**src/rtl/read_d12.sv**
```systemverilog
// Sample reader: unpacks a two-byte sample word into channel tag and data value, and buffers
// samples in a small FIFO that tracks a running sum and detects samples above a threshold.
module read_d12 #(
    parameter int unsigned NUM_BITS = 10,
    parameter int unsigned DEPTH    = 8,
    parameter int unsigned CW       = $clog2(DEPTH) + 1
) (
    input  logic                  clk,
    input  logic                  rst_n,
    input  logic [7:0]            reg1,
    input  logic [7:0]            reg2,
    output logic [15:0]           concat_data1,
    output logic [5:0]            channel_op,
    output logic [NUM_BITS-1:0]   data_op,
    input  logic                  wr_en1,
    input  logic                  rd_en1,
    input  logic [NUM_BITS-1:0]   fifo_in,
    output logic [NUM_BITS-1:0]   fifo_out,
    output logic                  empty,
    output logic                  full,
    output logic [CW-1:0]         fifo_counter,
    input  logic [NUM_BITS-1:0]   Threshold,
    output logic [NUM_BITS+6:0]   sum,
    output logic [NUM_BITS-1:0]   peak,
    output logic                  peak_valid
);

    localparam int unsigned PW = CW - 1;
    localparam int unsigned SW = NUM_BITS + 7;

    logic [NUM_BITS-1:0] mem [DEPTH];
    logic [PW-1:0]       wr_ptr_q, rd_ptr_q;
    logic [CW-1:0]       count_q, count_d;
    logic [SW-1:0]       sum_q, sum_d;
    logic [NUM_BITS-1:0] fifo_out_q, peak_q;
    logic                peak_valid_q;
    logic [5:0]          channel_q;
    logic [NUM_BITS-1:0] data_q;
    logic                wr_acc, rd_acc;

    assign concat_data1 = {reg1, reg2};

    // Acceptance uses the flags as they stand before the edge.
    assign empty  = (count_q == '0);
    assign full   = (count_q == CW'(DEPTH));
    assign wr_acc = wr_en1 & ~full;
    assign rd_acc = rd_en1 & ~empty;

    always_comb begin
        count_d = count_q;
        unique case ({wr_acc, rd_acc})
            2'b10:   count_d = count_q + CW'(1);
            2'b01:   count_d = count_q - CW'(1);
            default: count_d = count_q;
        endcase
        sum_d = sum_q;
        if (wr_acc) sum_d = sum_d + SW'(fifo_in);
        if (rd_acc) sum_d = sum_d - SW'(mem[rd_ptr_q]);
    end

    // Storage is not reset; stale words are unreachable once the pointers clear.
    always_ff @(posedge clk) begin
        if (wr_acc) mem[wr_ptr_q] <= fifo_in;
    end

    always_ff @(posedge clk or negedge rst_n) begin
        if (!rst_n) begin
            wr_ptr_q     <= '0;
            rd_ptr_q     <= '0;
            count_q      <= '0;
            sum_q        <= '0;
            fifo_out_q   <= '0;
            peak_q       <= '0;
            peak_valid_q <= 1'b0;
            channel_q    <= '0;
            data_q       <= '0;
        end else begin
            channel_q    <= concat_data1[15:10];
            data_q       <= NUM_BITS'(concat_data1[9:0]);
            count_q      <= count_d;
            sum_q        <= sum_d;
            if (wr_acc) wr_ptr_q <= wr_ptr_q + PW'(1);
            if (rd_acc) begin
                rd_ptr_q   <= rd_ptr_q + PW'(1);
                fifo_out_q <= mem[rd_ptr_q];
            end
            peak_valid_q <= wr_acc && (fifo_in > Threshold);
            if (wr_acc && (fifo_in > Threshold)) peak_q <= fifo_in;
        end
    end

    assign channel_op   = channel_q;
    assign data_op      = data_q;
    assign fifo_out     = fifo_out_q;
    assign fifo_counter = count_q;
    assign sum          = sum_q;
    assign peak         = peak_q;
    assign peak_valid   = peak_valid_q;

endmodule

```
**config.mk**
```make
export PLATFORM = sky130hd
export DESIGN_NAME = read_d12
export DESIGN_NICKNAME = d
export VERILOG_FILES = /design/src/rtl/read_d12.sv
export SDC_FILE = /design/constraint.sdc
export NUM_CORES = 1
export LEC_CHECK = 0
export CAP_MARGIN = 20
export CELL_PAD_IN_SITES_DETAIL_PLACEMENT = 0
export CELL_PAD_IN_SITES_GLOBAL_PLACEMENT = 2
export CORE_UTILIZATION = 40
export CTS_CLUSTER_DIAMETER = 50
export DETAILED_ROUTE_END_ITERATION = 10
export PLACE_DENSITY_LB_ADDON = 0.1
export SLEW_MARGIN = 40
export SYNTH_ARGS = -nofsm -noshare
export SYNTH_HDL_FRONTEND = slang
export SYNTH_SLANG_ARGS = --single-unit
```
**constraint.sdc**
```tcl
create_clock -name clk -period 6.07 [get_ports clk]
set_clock_uncertainty 0.2 [all_clocks]
set_input_delay 1.214 -clock clk [delete_from_list [all_inputs] [get_ports clk]]
set_output_delay 1.214 -clock clk [all_outputs]
set_load 0.01 [all_outputs]
```
==> metrics, run 1 <==
critical-path cell list=clkdlybuf4s50_1, ha_1, a21o_1, a22oi_1, nand2b_1, a21o_1, a21oi_1, xor2_1, o21ai_0, ha_1, or3_1, o21ai_0, maj3_2, o2111a_2, mux2i_1, xor2_1; max_cap viols=0; leakage=3.46 nW; Non-Filler Instances=850; worst skew pair latency=0.42 ns; fillcell total=1428; CTS H-tree depth=4; crit path DAT=5.36 ns; setup TNS=0 ns; slack of the worst reg-to-reg path=1.80 ns; ranking of synthesized cells by area=edfxtp_1 35%, dfrtp_1 23%, mux4_2 6.5%; total track usage=17.1%; Antenna diodes=0; most numerous cell in the Yosys netlist=edfxtp_1; ANT nets after route=0; share of cells above drive strength 1=14.6%; min-delay src=fifo_out[1]; slowest CP cell=clkdlybuf4s50_1; CP required=6.22 ns; RR Endpoint=sum[14]; Sw Share=36.6%; post-synth cell types=58; die height=133 um; M1 GR Usage=23.2%; Die ar.=17800 um^2; slowest cell delay on critical path=0.64 ns; CP max FO=11; DRC viols=0; hold_ws=0.278 ns; Mapped Nets=582; DP HPWL=10300 um; clock transition at the registers of the reported paths=0.07 ns; Clock power frac=21.7%; worst hold stages=2; GR Layer Usage met3=3.73%; pwr dens=529 nW/um^2; P_sw=1.70 mW; number of enable flip-flop cells after synthesis=80; Via-to-Cell Ratio=5.08; Placed Cells=818; largest net degree at the start of global routing=65; Die Wd=133 um; sequential area share after synthesis=58.1%; Peak VDD IR=0.237 mV; FF+latch count, synth=144; routability cong.=0.810; Area growth, synth to finish=27.5%; ys flop type=edfxtp_1; Worst R2R Path Depth=12; Initial Util=41.3%; Non-Filler Cell Area, Final=8780 um^2; grt total ovfl=0; max-slew violations=0; Synth area leader=edfxtp_1; final setup vio count=0; final wirelength=14300 um; Hold EP=fifo_out[1]; Clock Sinks=144; Post-CTS Resized=0; final core occ=52.6%; initial DRC count=196; fin crit period=5.21 ns; count of input and output buffers=115; CTS Buf Count=17; Worst-Margin Slew=0.623 ns; drt wl/cell=16.8 um; Final Hold Viols=0; crit path kind=input pin to flop; clock root cell=clkbuf_16; DP Area=8210 um^2; IO Pins=116; met2 GRT Util=26.8%; CTS Hold Bufs=0; initial antenna violation count=0; Cell Int Power=2.95 mW; f_max=192 MHz; RSZ-0062 raised after global routing=no; status=completed; gr busiest metal=met2; Reg-to-Reg Start=fifo_counter[1]; most instantiated cells after synthesis=80 x edfxtp_1, 64 x dfrtp_1, 46 x nand2_1; endpoint class of the critical path=flop; Mapped Area=6890 um^2; Logic pwr share=45.2%; CTS tree=yes; worst hold path class=flop to flop; postcts setup bufs=0; CP startpoint kind=input pin; Max clock buf depth=2; fin nets=694; Worst slew margin=58.4%; # rows=47; Synth top area share=34.9%; sequential share of power=33.1%; total vias in the final route=4319; vias in the first global route=4404; DRT Pass-1 Iters=4; Yosys warning count=0; Tcrit/Tclk final=85.8%; cells after synthesis=505; Post-synth ARST share=44.4%; core region area=16700 um^2; first-pass GRT wire length=23200 um; average size of a mapped cell=13.6 um^2
how the worst max path moves through the flow:
| stage | startpoint | end | slack [ns] | cells past startpoint |
|---|---|---|---|---|
| floorplan | fifo_in[3] | sum[14] | 1.51 | 15 |
| detailed placement | fifo_in[3] | sum[14] | 0.40 | 16 |
| global placement | fifo_in[3] | sum[14] | 0.55 | 16 |
| CTS | fifo_in[3] | sum[14] | 0.86 | 16 |
| global route | fifo_in[3] | sum[14] | 0.58 | 16 |
| finish | fifo_in[3] | sum[14] | 0.86 | 16 |
cell usage in the layout, fill, tap and decap left out, drive strengths merged, types with 12 or more instances in the layout:
cell           count
xor2              15
nand2             46
edfxtp            80
mux2              14
xnor2             16
inv               32
mux2i             12
dfrtp             64
clkdlybuf4s50    114
ha                34
o21ai             23
o21a              14
mux4              20
nor2              18
clkbuf            18
metal layers:
layer | wire length, um | up-vias
met5 | 0 | -
met4 | 212 | 0
met3 | 579 | 17
met2 | 6660 | 99
met1 | 6800 | 2121
li1 | - | 2082
critical path, delay by kind of cell:
family | cells | cell delay (ns)
adders and majority gates | 3 | 0.98
AOI/OAI and AO/OA | 7 | 1.49
and+or+nand+nor | 2 | 0.50
buffers and inverters | 1 | 0.64
xor gates and xnor gates | 2 | 0.31
muxes | 1 | 0.22
registers in the layout, summed over array words and instances (netlist names):
name,flops
channel_op,6
data_op,10
fifo_counter,4
fifo_out,10
mem,80
peak,10
peak_valid,1
rd_ptr_q,3
sum,17
wr_ptr_q,3
cells by family (layout without fill, tap and decap cells):
kind of cell / count (synthesis) / after routing / share of synthesized area, %
adder cells (fa/ha/maj): 39 / 39 / 7.35
buffers and inverters: 55 / 180 / 4.10
multiplexers: 46 / 46 / 10.6
AND/OR/NAND/NOR: 108 / 108 / 7.48
flip-flops: 144 / 144 / 58.1
XOR/XNOR: 31 / 31 / 4.05
AO/OA/AOI/OAI: 82 / 82 / 8.33
cell type report:
| type | instances | area [um^2] | share of cell area (%) |
|---|---|---|---|
| Clock buffer | 18 | 429 | 4.89 |
| Clock inverter | 14 | 146 | 1.67 |
| Inverter | 25 | 93.8 | 1.07 |
| Multi-Input combinational cell | 306 | 2620 | 29.9 |
| Sequential cell | 144 | 4010 | 45.6 |
| Tap cell | 220 | 275 | 3.13 |
| Timing Repair Buffer | 123 | 1210 | 13.8 |
per-stage QoR:
step	worst slack [ns]	total power, mW
after floorplan	1.51	2.95
after global placement	0.550	3.63
after global routing	0.584	4.99
after CTS	0.859	4.71
after detailed placement	0.404	3.67
final	0.860	4.65
power groups by stage:
stage / Combinational [mW] / Clock [mW] / Sequential, mW
after floorplan: 1.44 / 0 / 1.51
after global placement: 2.08 / 0 / 1.55
after detailed placement: 2.11 / 0 / 1.56
after CTS: 2.13 / 1.04 / 1.55
after global routing: 2.33 / 1.07 / 1.58
final: 2.10 / 1.01 / 1.54
No activity file was read; power rests on OpenSTA's default activity.
==> run 2: changes to the inputs <==
Settings changed: CAP_MARGIN 20 to default, SKIP_CTS_REPAIR_TIMING from default to 1.
==> results of run 2 <==
Final layout, timing and power as in run 1 (identical DEF).
==> run 3: changes to the inputs <==
Settings changed: REMOVE_ABC_BUFFERS from default to 1.
==> run 3 against run 2 <==
Compared with the run above: critical path depth did not move; power up 0.25%; sequential share of layout area is essentially flat; core utilization is essentially flat; via count decreased by 1.3%; final cell count down 0.35%; flip-flop and latch count did not move; first-iteration DRC count increased by 2.6%; cell area barely moved; clock power about the same.
==> metrics, run 3 (same netlist as run 1, synthesis figures left out) <==
fin nets=691 (-0.43%); Cell Int Power=2.94 mW (-0.21%); Tcrit/Tclk final=85.6% (-0.22 points); crit path kind=input pin to flop; endpoint class of the critical path=flop; RSZ-0062 raised after global routing=no; Clock power frac=21.6% (about the same); CP startpoint kind=input pin; grt total ovfl=0 (unchanged); Worst R2R Path Depth=12 (unchanged); Via-to-Cell Ratio=5.03 (-0.99%); met2 GRT Util=28.2% (+1.4 points); GR Layer Usage met3=4.34% (+0.61 points); DP HPWL=10400 um (+0.57%); RR Endpoint=sum[14]; post-route setup slack=0.873 ns (+0.0133 ns); setup TNS=0 ns (unchanged); pwr dens=530 nW/um^2 (+0.17%); CTS Buf Count=17 (unchanged); DRC viols=0 (unchanged); DRT Pass-1 Iters=4 (unchanged); gr busiest metal=met2; Worst slew margin=56.1% (-2.4 points); slack of the worst reg-to-reg path=1.63 ns (-0.17 ns); commonest non-fill, non-tap cell in the layout=clkdlybuf4s50_1; max-slew violations=0 (unchanged); routability cong.=0.805 (-0.67%); sequential share of power=33.1% (about the same); status=completed; clock transition at the registers of the reported paths=0.06 ns (about the same); worst hold path class=flop to flop; ANT nets after route=0 (unchanged); Max clock buf depth=2 (unchanged); Logic pwr share=45.2% (about the same); leakage=3.45 nW (-0.12%); CP required=6.21 ns (about the same); Die ar.=17800 um^2 (unchanged); crit path DAT=5.34 ns (-0.02 ns); total vias in the final route=4261 (-1.3%); initial DRC count=201 (+2.6%); f_max=192 MHz (+0.26%); Area growth, synth to finish=27.6% (about the same); worst setup path start=fifo_in[3]; share of cells above drive strength 1=14.7% (+0.070 points); worst skew pair latency=0.42 ns (about the same); Final Hold Viols=0 (unchanged); setup slack after placement=0.453 ns (+0.0486 ns); core region area=16700 um^2 (unchanged); clock root cell=clkbuf_16; Sw Share=36.9% (+0.30 points); Largest Register=mem; M1 GR Usage=22.6% (-0.55 points); fillcell total=1432 (+0.28%); max_cap viols=0 (unchanged); vias in the first global route=4435 (+0.70%); final wirelength=14300 um (+0.60%); fin crit period=5.20 ns (-0.0133 ns); Tot Pwr=4.66 mW (+0.25%); count of input and output buffers=115 (unchanged); CP max FO=11 (unchanged); # rows=47 (unchanged); CTS tree=yes; max FFs per register=80 (unchanged); final core occ=52.6% (about the same); drt wl/cell=16.9 um (+0.96%); initial antenna violation count=0 (unchanged); Reg-to-Reg Start=fifo_counter[1]; IO Pins=116 (unchanged); Clock Sinks=144 (unchanged); CTS H-tree depth=4 (unchanged); Peak VDD IR=0.228 mV (-4.0%); largest net degree at the start of global routing=65 (unchanged); final setup vio count=0 (unchanged); Antenna diodes=0 (unchanged); die height=133 um (unchanged); commonest cells after routing, fill and taps aside=114 x clkdlybuf4s50_1, 80 x edfxtp_1, 62 x dfrtp_1; Die Wd=133 um (unchanged); first-pass GRT wire length=23300 um (+0.33%); P_sw=1.72 mW (+1.1%); Worst-Margin Slew=0.653 ns (+0.0297 ns); Initial Util=41.3% (unchanged); CP Capture Point=sum[14]; total track usage=17.3% (+0.20 points)
## run 3: per-stage QoR
stage | hold slack (ns) | area, um^2 | cells
5_1_grt | 0.307 | 8790 | 847
4_1_cts | 0.278 | 8790 | 847
6_report | 0.276 | 8790 | 847
2_1_floorplan | 0.314 | 6700 | 475
3_5_place_dp | 0.261 | 8220 | 815
3_3_place_gp | 0.258 | 8180 | 815
## run 3: how the worst min path moves through the flow
stage	depth (start not counted)	startpoint	to	slack [ns]
2_1_floorplan	2	fifo_out[0]	fifo_out[0]	0.31
3_3_place_gp	2	fifo_out[0]	fifo_out[0]	0.26
3_5_place_dp	2	fifo_out[0]	fifo_out[0]	0.26
4_1_cts	2	fifo_out[0]	fifo_out[0]	0.28
5_1_grt	2	fifo_out[7]	fifo_out[7]	0.31
6_report	2	fifo_out[5]	fifo_out[5]	0.28
## run 3: worst max-delay path: stages
cell	delay, ns
clkdlybuf4s50_1	0.72
ha_1	0.36
a21o_1	0.18
a22oi_1	0.29
nand2b_1	0.13
a21o_1	0.19
a21oi_1	0.18
xor2_1	0.16
o21ai_0	0.11
ha_1	0.23
or3_1	0.36
o21ai_0	0.33
maj3_2	0.29
o2111a_2	0.23
mux2i_1	0.21
xor2_1	0.16
## run 3: metal layers
metal  up-vias  share of wire (%)
li1       2071                  -
met1      2064                 47
met2       110                 48
met3        16                3.9
met4         0                1.3
met5         -                  0
## run 3: final cells by class
cell class | count | area [um^2] | share of cell area [%]
clock inverter | 15 | 146 | 1.67
timing repair buffer | 120 | 1190 | 13.5
clock buffer | 17 | 425 | 4.84
tap | 220 | 275 | 3.13
inverter | 25 | 93.8 | 1.07
sequential | 144 | 4010 | 45.6
multi-input combinational | 306 | 2660 | 30.2
## run 3: power by group through the flow
stage | Combinational, mW | Sequential [mW] | Clock (mW)
final | 2.11 | 1.54 | 1.01
after global routing | 2.34 | 1.59 | 1.07
after CTS | 2.13 | 1.55 | 1.03
after detailed placement | 2.11 | 1.57 | 0
after global placement | 2.09 | 1.55 | 0
after floorplan | 1.35 | 1.57 | 0
